## config.mk

```make
export PLATFORM = sky130hd
export DESIGN_NAME = id_stage_flat
export DESIGN_NICKNAME = d
export VERILOG_FILES = /design/src/rtl/id_stage_if.sv /design/src/rtl/id_stage.sv /design/src/flat_wrapper.sv
export SDC_FILE = /design/constraint.sdc
export NUM_CORES = 1
export LEC_CHECK = 0
export CAP_MARGIN = 10
export CORE_MARGIN = 2
export CORE_UTILIZATION = 50
export DETAILED_ROUTE_END_ITERATION = 8
export DONT_BUFFER_PORTS = 1
export PLACE_DENSITY = 0.71
export SYNTH_ARGS = -nofsm -noshare
export SYNTH_HDL_FRONTEND = slang
export SYNTH_SLANG_ARGS = --single-unit
```

## constraint.sdc

```tcl
create_clock -name clk -period 1.95 [get_ports clk]
set_clock_uncertainty 0.15 [all_clocks]
set_input_delay 0.39 -clock clk [delete_from_list [all_inputs] [get_ports clk]]
set_output_delay 0.39 -clock clk [all_outputs]
set_load 0.01 [all_outputs]
```

## src/rtl/id_stage_if.sv

```systemverilog
// Fetch-to-decode bundle for id_stage: fetch slot, redirect/freeze controls,
// EX-stage hazard info in; decoded fields, controls and stall status out.
//   master : the environment (fetch / EX / register file side)
//   slave  : id_stage
interface id_stage_if;
   logic [31:0] if_instr;
   logic [31:0] if_pc;
   logic        if_valid;
   logic        flush;
   logic        hold;
   logic [4:0]  ex_rd;
   logic        ex_memread;
   logic        ex_valid;

   logic [4:0]  rs1;
   logic [4:0]  rs2;
   logic [4:0]  rd;
   logic        rf_we;
   logic        mem_read;
   logic        mem_write;
   logic        branch;
   logic        jump;
   logic [31:0] imm;
   logic [31:0] id_pc;
   logic [31:0] id_instr;
   logic        id_valid;
   logic        illegal;
   logic        stall_o;
   logic [15:0] stall_cnt;

   modport master (
      output if_instr, if_pc, if_valid, flush, hold, ex_rd, ex_memread, ex_valid,
      input  rs1, rs2, rd, rf_we, mem_read, mem_write, branch, jump, imm,
             id_pc, id_instr, id_valid, illegal, stall_o, stall_cnt
   );

   modport slave (
      input  if_instr, if_pc, if_valid, flush, hold, ex_rd, ex_memread, ex_valid,
      output rs1, rs2, rd, rf_we, mem_read, mem_write, branch, jump, imm,
             id_pc, id_instr, id_valid, illegal, stall_o, stall_cnt
   );
endinterface

```

## src/rtl/id_stage.sv

```systemverilog
// RV32I instruction-decode stage: IF/ID pipeline register, combinational
// decode of the registered instruction, load-use hazard detection and a
// saturating stall counter.
//   clk  : processor clock
//   rst  : synchronous active-low reset
//   bus  : id_stage_if.slave (fetch inputs, EX hazard info, decode outputs)
module id_stage (
   input logic        clk,
   input logic        rst,
   id_stage_if.slave  bus
);

   localparam int unsigned XLEN = 32;
   localparam int unsigned CW   = 16;

   localparam logic [XLEN-1:0] NOP = 32'h0000_0013;

   localparam logic [6:0] OP_R      = 7'b0110011;
   localparam logic [6:0] OP_IALU   = 7'b0010011;
   localparam logic [6:0] OP_LOAD   = 7'b0000011;
   localparam logic [6:0] OP_STORE  = 7'b0100011;
   localparam logic [6:0] OP_BRANCH = 7'b1100011;
   localparam logic [6:0] OP_JAL    = 7'b1101111;
   localparam logic [6:0] OP_JALR   = 7'b1100111;
   localparam logic [6:0] OP_LUI    = 7'b0110111;
   localparam logic [6:0] OP_AUIPC  = 7'b0010111;

   logic [XLEN-1:0] instr_q;
   logic [XLEN-1:0] pc_q;
   logic            valid_q;
   logic [CW-1:0]   cnt_q;

   logic [4:0]      rs1_c, rs2_c, rd_c;
   logic            we_c, mr_c, mw_c, br_c, jp_c, legal_c;
   logic            uses_rs1_c, uses_rs2_c;
   logic [XLEN-1:0] imm_c;
   logic            load_use_c;
   logic            bubble_c;

   assign rs1_c = instr_q[19:15];
   assign rs2_c = instr_q[24:20];
   assign rd_c  = instr_q[11:7];

   // Opcode decode and immediate generation from the IF/ID register
   always_comb begin
      we_c       = 1'b0;
      mr_c       = 1'b0;
      mw_c       = 1'b0;
      br_c       = 1'b0;
      jp_c       = 1'b0;
      uses_rs1_c = 1'b0;
      uses_rs2_c = 1'b0;
      legal_c    = 1'b1;
      imm_c      = '0;
      case (instr_q[6:0])
         OP_R: begin
            we_c = 1'b1; uses_rs1_c = 1'b1; uses_rs2_c = 1'b1;
         end
         OP_IALU: begin
            we_c = 1'b1; uses_rs1_c = 1'b1;
            imm_c = {{20{instr_q[31]}}, instr_q[31:20]};
         end
         OP_LOAD: begin
            we_c = 1'b1; mr_c = 1'b1; uses_rs1_c = 1'b1;
            imm_c = {{20{instr_q[31]}}, instr_q[31:20]};
         end
         OP_STORE: begin
            mw_c = 1'b1; uses_rs1_c = 1'b1; uses_rs2_c = 1'b1;
            imm_c = {{20{instr_q[31]}}, instr_q[31:25], instr_q[11:7]};
         end
         OP_BRANCH: begin
            br_c = 1'b1; uses_rs1_c = 1'b1; uses_rs2_c = 1'b1;
            imm_c = {{19{instr_q[31]}}, instr_q[31], instr_q[7],
                     instr_q[30:25], instr_q[11:8], 1'b0};
         end
         OP_JAL: begin
            we_c = 1'b1; jp_c = 1'b1;
            imm_c = {{11{instr_q[31]}}, instr_q[31], instr_q[19:12],
                     instr_q[20], instr_q[30:21], 1'b0};
         end
         OP_JALR: begin
            we_c = 1'b1; jp_c = 1'b1; uses_rs1_c = 1'b1;
            imm_c = {{20{instr_q[31]}}, instr_q[31:20]};
         end
         OP_LUI, OP_AUIPC: begin
            we_c = 1'b1;
            imm_c = {instr_q[31:12], 12'h000};
         end
         default: legal_c = 1'b0;
      endcase
      // Writes to x0 are architecturally discarded
      if (rd_c == 5'd0) we_c = 1'b0;
   end

   // Load-use hazard: consumer in ID needs a register still being loaded in EX
   assign load_use_c = valid_q && bus.ex_valid && bus.ex_memread && (bus.ex_rd != 5'd0) &&
                       ((uses_rs1_c && (rs1_c == bus.ex_rd)) ||
                        (uses_rs2_c && (rs2_c == bus.ex_rd)));

   assign bubble_c = !valid_q || load_use_c || bus.hold || bus.flush;

   // Decode outputs; every side-effecting control is squashed in a bubble
   always_comb begin
      bus.rs1       = rs1_c;
      bus.rs2       = rs2_c;
      bus.rd        = rd_c;
      bus.imm       = imm_c;
      bus.id_pc     = pc_q;
      bus.id_instr  = instr_q;
      bus.stall_cnt = cnt_q;
      bus.stall_o   = (load_use_c || bus.hold) && !bus.flush;
      bus.rf_we     = 1'b0;
      bus.mem_read  = 1'b0;
      bus.mem_write = 1'b0;
      bus.branch    = 1'b0;
      bus.jump      = 1'b0;
      bus.id_valid  = 1'b0;
      bus.illegal   = 1'b0;
      if (!bubble_c) begin
         bus.id_valid = 1'b1;
         bus.illegal  = !legal_c;
         if (legal_c) begin
            bus.rf_we     = we_c;
            bus.mem_read  = mr_c;
            bus.mem_write = mw_c;
            bus.branch    = br_c;
            bus.jump      = jp_c;
         end
      end
   end

   // IF/ID register: reset > flush > stall (keep) > load
   always_ff @(posedge clk) begin
      if (!rst) begin
         instr_q <= NOP;
         pc_q    <= '0;
         valid_q <= 1'b0;
      end else if (bus.flush) begin
         instr_q <= NOP;
         valid_q <= 1'b0;
      end else if (!(load_use_c || bus.hold)) begin
         instr_q <= bus.if_valid ? bus.if_instr : NOP;
         pc_q    <= bus.if_pc;
         valid_q <= bus.if_valid;
      end
   end

   // Saturating count of load-use stall cycles; a flush cancels the stall
   always_ff @(posedge clk) begin
      if (!rst) begin
         cnt_q <= '0;
      end else if (load_use_c && !bus.flush && (cnt_q != {CW{1'b1}})) begin
         cnt_q <= cnt_q + CW'(1);
      end
   end

endmodule

```

## src/flat_wrapper.sv

```systemverilog
// flat-port wrapper written by rule: the top's interface ports become plain ports
module id_stage_flat 
  (clk, rst, bus_if_instr, bus_if_pc, bus_if_valid, bus_flush, bus_hold, bus_ex_rd, bus_ex_memread, bus_ex_valid, bus_rs1, bus_rs2, bus_rd, bus_rf_we, bus_mem_read, bus_mem_write, bus_branch, bus_jump, bus_imm, bus_id_pc, bus_id_instr, bus_id_valid, bus_illegal, bus_stall_o, bus_stall_cnt);
  id_stage_if bus_i ();
  input logic clk;
  input logic rst;
  input wire logic [$bits(bus_i.if_instr)-1:0] bus_if_instr;
  input wire logic [$bits(bus_i.if_pc)-1:0] bus_if_pc;
  input wire logic [$bits(bus_i.if_valid)-1:0] bus_if_valid;
  input wire logic [$bits(bus_i.flush)-1:0] bus_flush;
  input wire logic [$bits(bus_i.hold)-1:0] bus_hold;
  input wire logic [$bits(bus_i.ex_rd)-1:0] bus_ex_rd;
  input wire logic [$bits(bus_i.ex_memread)-1:0] bus_ex_memread;
  input wire logic [$bits(bus_i.ex_valid)-1:0] bus_ex_valid;
  output wire logic [$bits(bus_i.rs1)-1:0] bus_rs1;
  output wire logic [$bits(bus_i.rs2)-1:0] bus_rs2;
  output wire logic [$bits(bus_i.rd)-1:0] bus_rd;
  output wire logic [$bits(bus_i.rf_we)-1:0] bus_rf_we;
  output wire logic [$bits(bus_i.mem_read)-1:0] bus_mem_read;
  output wire logic [$bits(bus_i.mem_write)-1:0] bus_mem_write;
  output wire logic [$bits(bus_i.branch)-1:0] bus_branch;
  output wire logic [$bits(bus_i.jump)-1:0] bus_jump;
  output wire logic [$bits(bus_i.imm)-1:0] bus_imm;
  output wire logic [$bits(bus_i.id_pc)-1:0] bus_id_pc;
  output wire logic [$bits(bus_i.id_instr)-1:0] bus_id_instr;
  output wire logic [$bits(bus_i.id_valid)-1:0] bus_id_valid;
  output wire logic [$bits(bus_i.illegal)-1:0] bus_illegal;
  output wire logic [$bits(bus_i.stall_o)-1:0] bus_stall_o;
  output wire logic [$bits(bus_i.stall_cnt)-1:0] bus_stall_cnt;
  assign bus_i.if_instr = bus_if_instr;
  assign bus_i.if_pc = bus_if_pc;
  assign bus_i.if_valid = bus_if_valid;
  assign bus_i.flush = bus_flush;
  assign bus_i.hold = bus_hold;
  assign bus_i.ex_rd = bus_ex_rd;
  assign bus_i.ex_memread = bus_ex_memread;
  assign bus_i.ex_valid = bus_ex_valid;
  assign bus_rs1 = bus_i.rs1;
  assign bus_rs2 = bus_i.rs2;
  assign bus_rd = bus_i.rd;
  assign bus_rf_we = bus_i.rf_we;
  assign bus_mem_read = bus_i.mem_read;
  assign bus_mem_write = bus_i.mem_write;
  assign bus_branch = bus_i.branch;
  assign bus_jump = bus_i.jump;
  assign bus_imm = bus_i.imm;
  assign bus_id_pc = bus_i.id_pc;
  assign bus_id_instr = bus_i.id_instr;
  assign bus_id_valid = bus_i.id_valid;
  assign bus_illegal = bus_i.illegal;
  assign bus_stall_o = bus_i.stall_o;
  assign bus_stall_cnt = bus_i.stall_cnt;
  id_stage u_core (.clk(clk), .rst(rst), .bus(bus_i));
endmodule
```

==> key figures <==
Yosys
  – Number of synthesized flops with an enable pin: 0
  – Synthesized flop and latch total: between 80 and 90
  – Mapped Area: about 4000 um2
  – Syn Inst Count: roughly 500
  – Yosys warnings: 0
  – Yosys cell types: 49
  – Syn Area/Cell: 7.937 um2
  – Synthesized Nets: ~600
  – Synth Flop Type: dfxtp_1
  – Post-synth ARST share: 0
  – Post-synthesis sequential area ratio: 0.4014

Route
  – Aggregate routed wire length: between 15 and 20 mm
  – First-pass DRT Iterations: 6
  – Post-route ant nets: 0
  – Detailed-route DRC error count: 0
  – Wirelength per Cell: around 24 um
  – Routed vias: between 4,000 and 5,000
  – Initial drt markers: 389
  – Vias per cell: between 6 and 7

Final layout
  – Commonest non-fill, non-tap cell in the layout: nand2_1
  – Final nets: between 600 and 700
  – Layout cells sized above 1: 0.3802
  – Area delta synth->final: 43.51%
  – Number of diodes: 0
  – Most frequent cells in the layout: 76 x nand2_1, 67 x dfxtp_1, 66 x buf_4

Global routing
  – Total GRT Usage: 0.3188
  – Vias in the first global route: 4,283
  – Largest net degree at the start of global routing: 88
  – Initial antenna violation count: 0
  – Global-route wire length before repair: about 22 mm
  – GRT overflow: 0

Critical path
  – Critical path arrival: around 2.1 ns
  – CP Launch Type: register
  – Required @ worst endpoint: around 1.4 ns
  – Worst Setup End Kind: primary output
  – Crit Path Category: reg2out
  – Crit-path max FO: 7

Placement
  – Gp weighted congestion: about 0.94
  – Placed wire-length estimate: 8.484 mm
  – Port bufs: 0

Clocking
  – Worst skew pair latency: between 0.3 and 0.4 ns
  – Clock transition at path regs: about 0.10 ns
  – Clk root buf: clkbuf_8
  – CTS tree: done
  – Max clock buf depth: 2
  – Clk sinks: between 80 and 90
  – H-tree levels: 3
  – Num CTS Buffers: 9

STA
  – RSZ-0062 raised after global routing: yes
  – Final setup viols: between 100 and 150
  – Least-Margin Pin Slew: ~0.5 ns
  – Setup TNS: -44.78 ns
  – Hold_ws: roughly 0.014 ns
  – Post-route minimum period: about 2.6 ns
  – Max-slew violations: 0
  – Worst-case headroom to the max-slew limit: 0.6594
  – Post-route setup slack: -0.6961 ns
  – Final hold vios: 0
  – Max frequency: 377.9 MHz
  – Period utilization: 1.357

Pwr
  – PwrDens: between 500 and 600 nW/um2
  – Peak VDD IR: approximately 0.38 mV
  – Static Leak: around 2.3 nW

Floorplan
  – Die Y: about 94 um
  – Site Rows: 32
  – Core Region: between 7000 and 8000 um2
  – Die W: approximately 94 um
  – Initial core utilization: 0.5201
  – I/O pin cnt: ~210
  – Die area: between 8000 and 9000 um2

Hold path
  – Hold Crit Class: in2reg

Status
  – Failing checks: setup timing
  – Status: complete, but fails checks

Flow run
  – Max-cap violations: 0
[layout make-up]
| type | instances | area (um2) |
|---|---|---|
| clock buffer | 9 | 123.9 |
| clock inverter | 7 | 53.80 |
| fill | 497 | 1969 |
| inverter | 4 | 15.01 |
| multi-input combinational | 370 | 2675 |
| sequential | 81 | 1652 |
| tap | 102 | 127.6 |
| timing repair buffer | 105 | 1151 |
[kinds of logic after synthesis]
| group | count (synthesis) | synth area share |
|---|---|---|
| simple gates | 227 | 0.2914 |
| compound gates | 122 | 0.1880 |
| flops | 81 | 0.4014 |
| buf+inv | 61 | 0.07773 |
| xor+xnor | 12 | 0.02601 |
| mux | 5 | 0.01239 |
| fa+ha+maj | 1 | 0.003096 |
[cell usage after synthesis (all sizes together), types with 7 or more instances]
library cell | number | share of area
nor3 | 8 | 0.0099
clkbuf | 23 | 0.021
nand4 | 35 | 0.054
nor4 | 7 | 0.015
a21o | 19 | 0.035
nor2 | 12 | 0.011
and2 | 11 | 0.017
nand2 | 82 | 0.077
dfxtp | 81 | 0.40
xnor2 | 11 | 0.024
nand3 | 43 | 0.055
buf | 34 | 0.053
o21ai | 70 | 0.087
[sequential cells by signal (all words and copies together), names as in the netlist]
signal / flops
u_core.bus.id_instr: 32
u_core.valid_q: 1
u_core.bus.id_pc: 32
u_core.bus.stall_cnt: 16
[routing by layer]
metal | up-vias | part of all wire | global-route usage
met5 | - | 0 | 0
met4 | 0 | 0.056 | 0.1449
met3 | 93 | 0.11 | 0.1035
met2 | 356 | 0.46 | 0.5196
met1 | 2118 | 0.37 | 0.3813
li1 | 1930 | - | -
[critical path, cell delays in order (launching register included)]
cell and delay, ns:
dfxtp_2 0.39, xor2_2 0.21, a211o_1 0.23, o32ai_4 0.13, a211oi_4 0.35, nand2_8 0.15
nor3_4 0.29
[metrics by stage]
step	worst slack, ns	cell area [um2]	total power [mW]	instances	util
after floorplan	-0.1898	4227	2.016	509	-
after global placement	-0.2468	4638	2.058	628	0.5971
after detailed placement	-0.3430	4638	2.068	628	0.5971
after CTS	-0.5160	5557	3.314	667	0.7154
after global routing	-0.7527	5798	3.512	678	0.7465
final	-0.6961	5798	3.401	678	0.7465
[path summary, 6_finish.rpt]
check	slack (ns)	cells past startpoint	end	startpoint
setup / recovery	-0.70	6	bus_mem_write	u_core.bus.id_instr[15]
hold / removal	0.01	2	u_core.bus.id_pc[30]	bus_if_pc[30]
setup reg to reg	-0.45	8	u_core.bus.stall_cnt[5]	u_core.bus.id_instr[22]
hold reg to reg	0.35	2	u_core.bus.id_pc[2]	u_core.bus.id_pc[2]
[power by group]
group,switching [mW],internal (mW)
sequential,0.0581,1.69
clock,0.684,0.477
combinational,0.252,0.235
total,0.994,2.41
[timing repair]
item / CTS / global route
hold buffers: 1 / 2
resized for setup: 124 / 38
pin swaps: 49 / 18
setup buffers: 10 / 10
endpoints found under the hold margin: 2 / 2
endpoints found under the setup margin: 120 / 121
cloned: 12 / 0
Note: power is estimated with default switching activity, not from simulation.
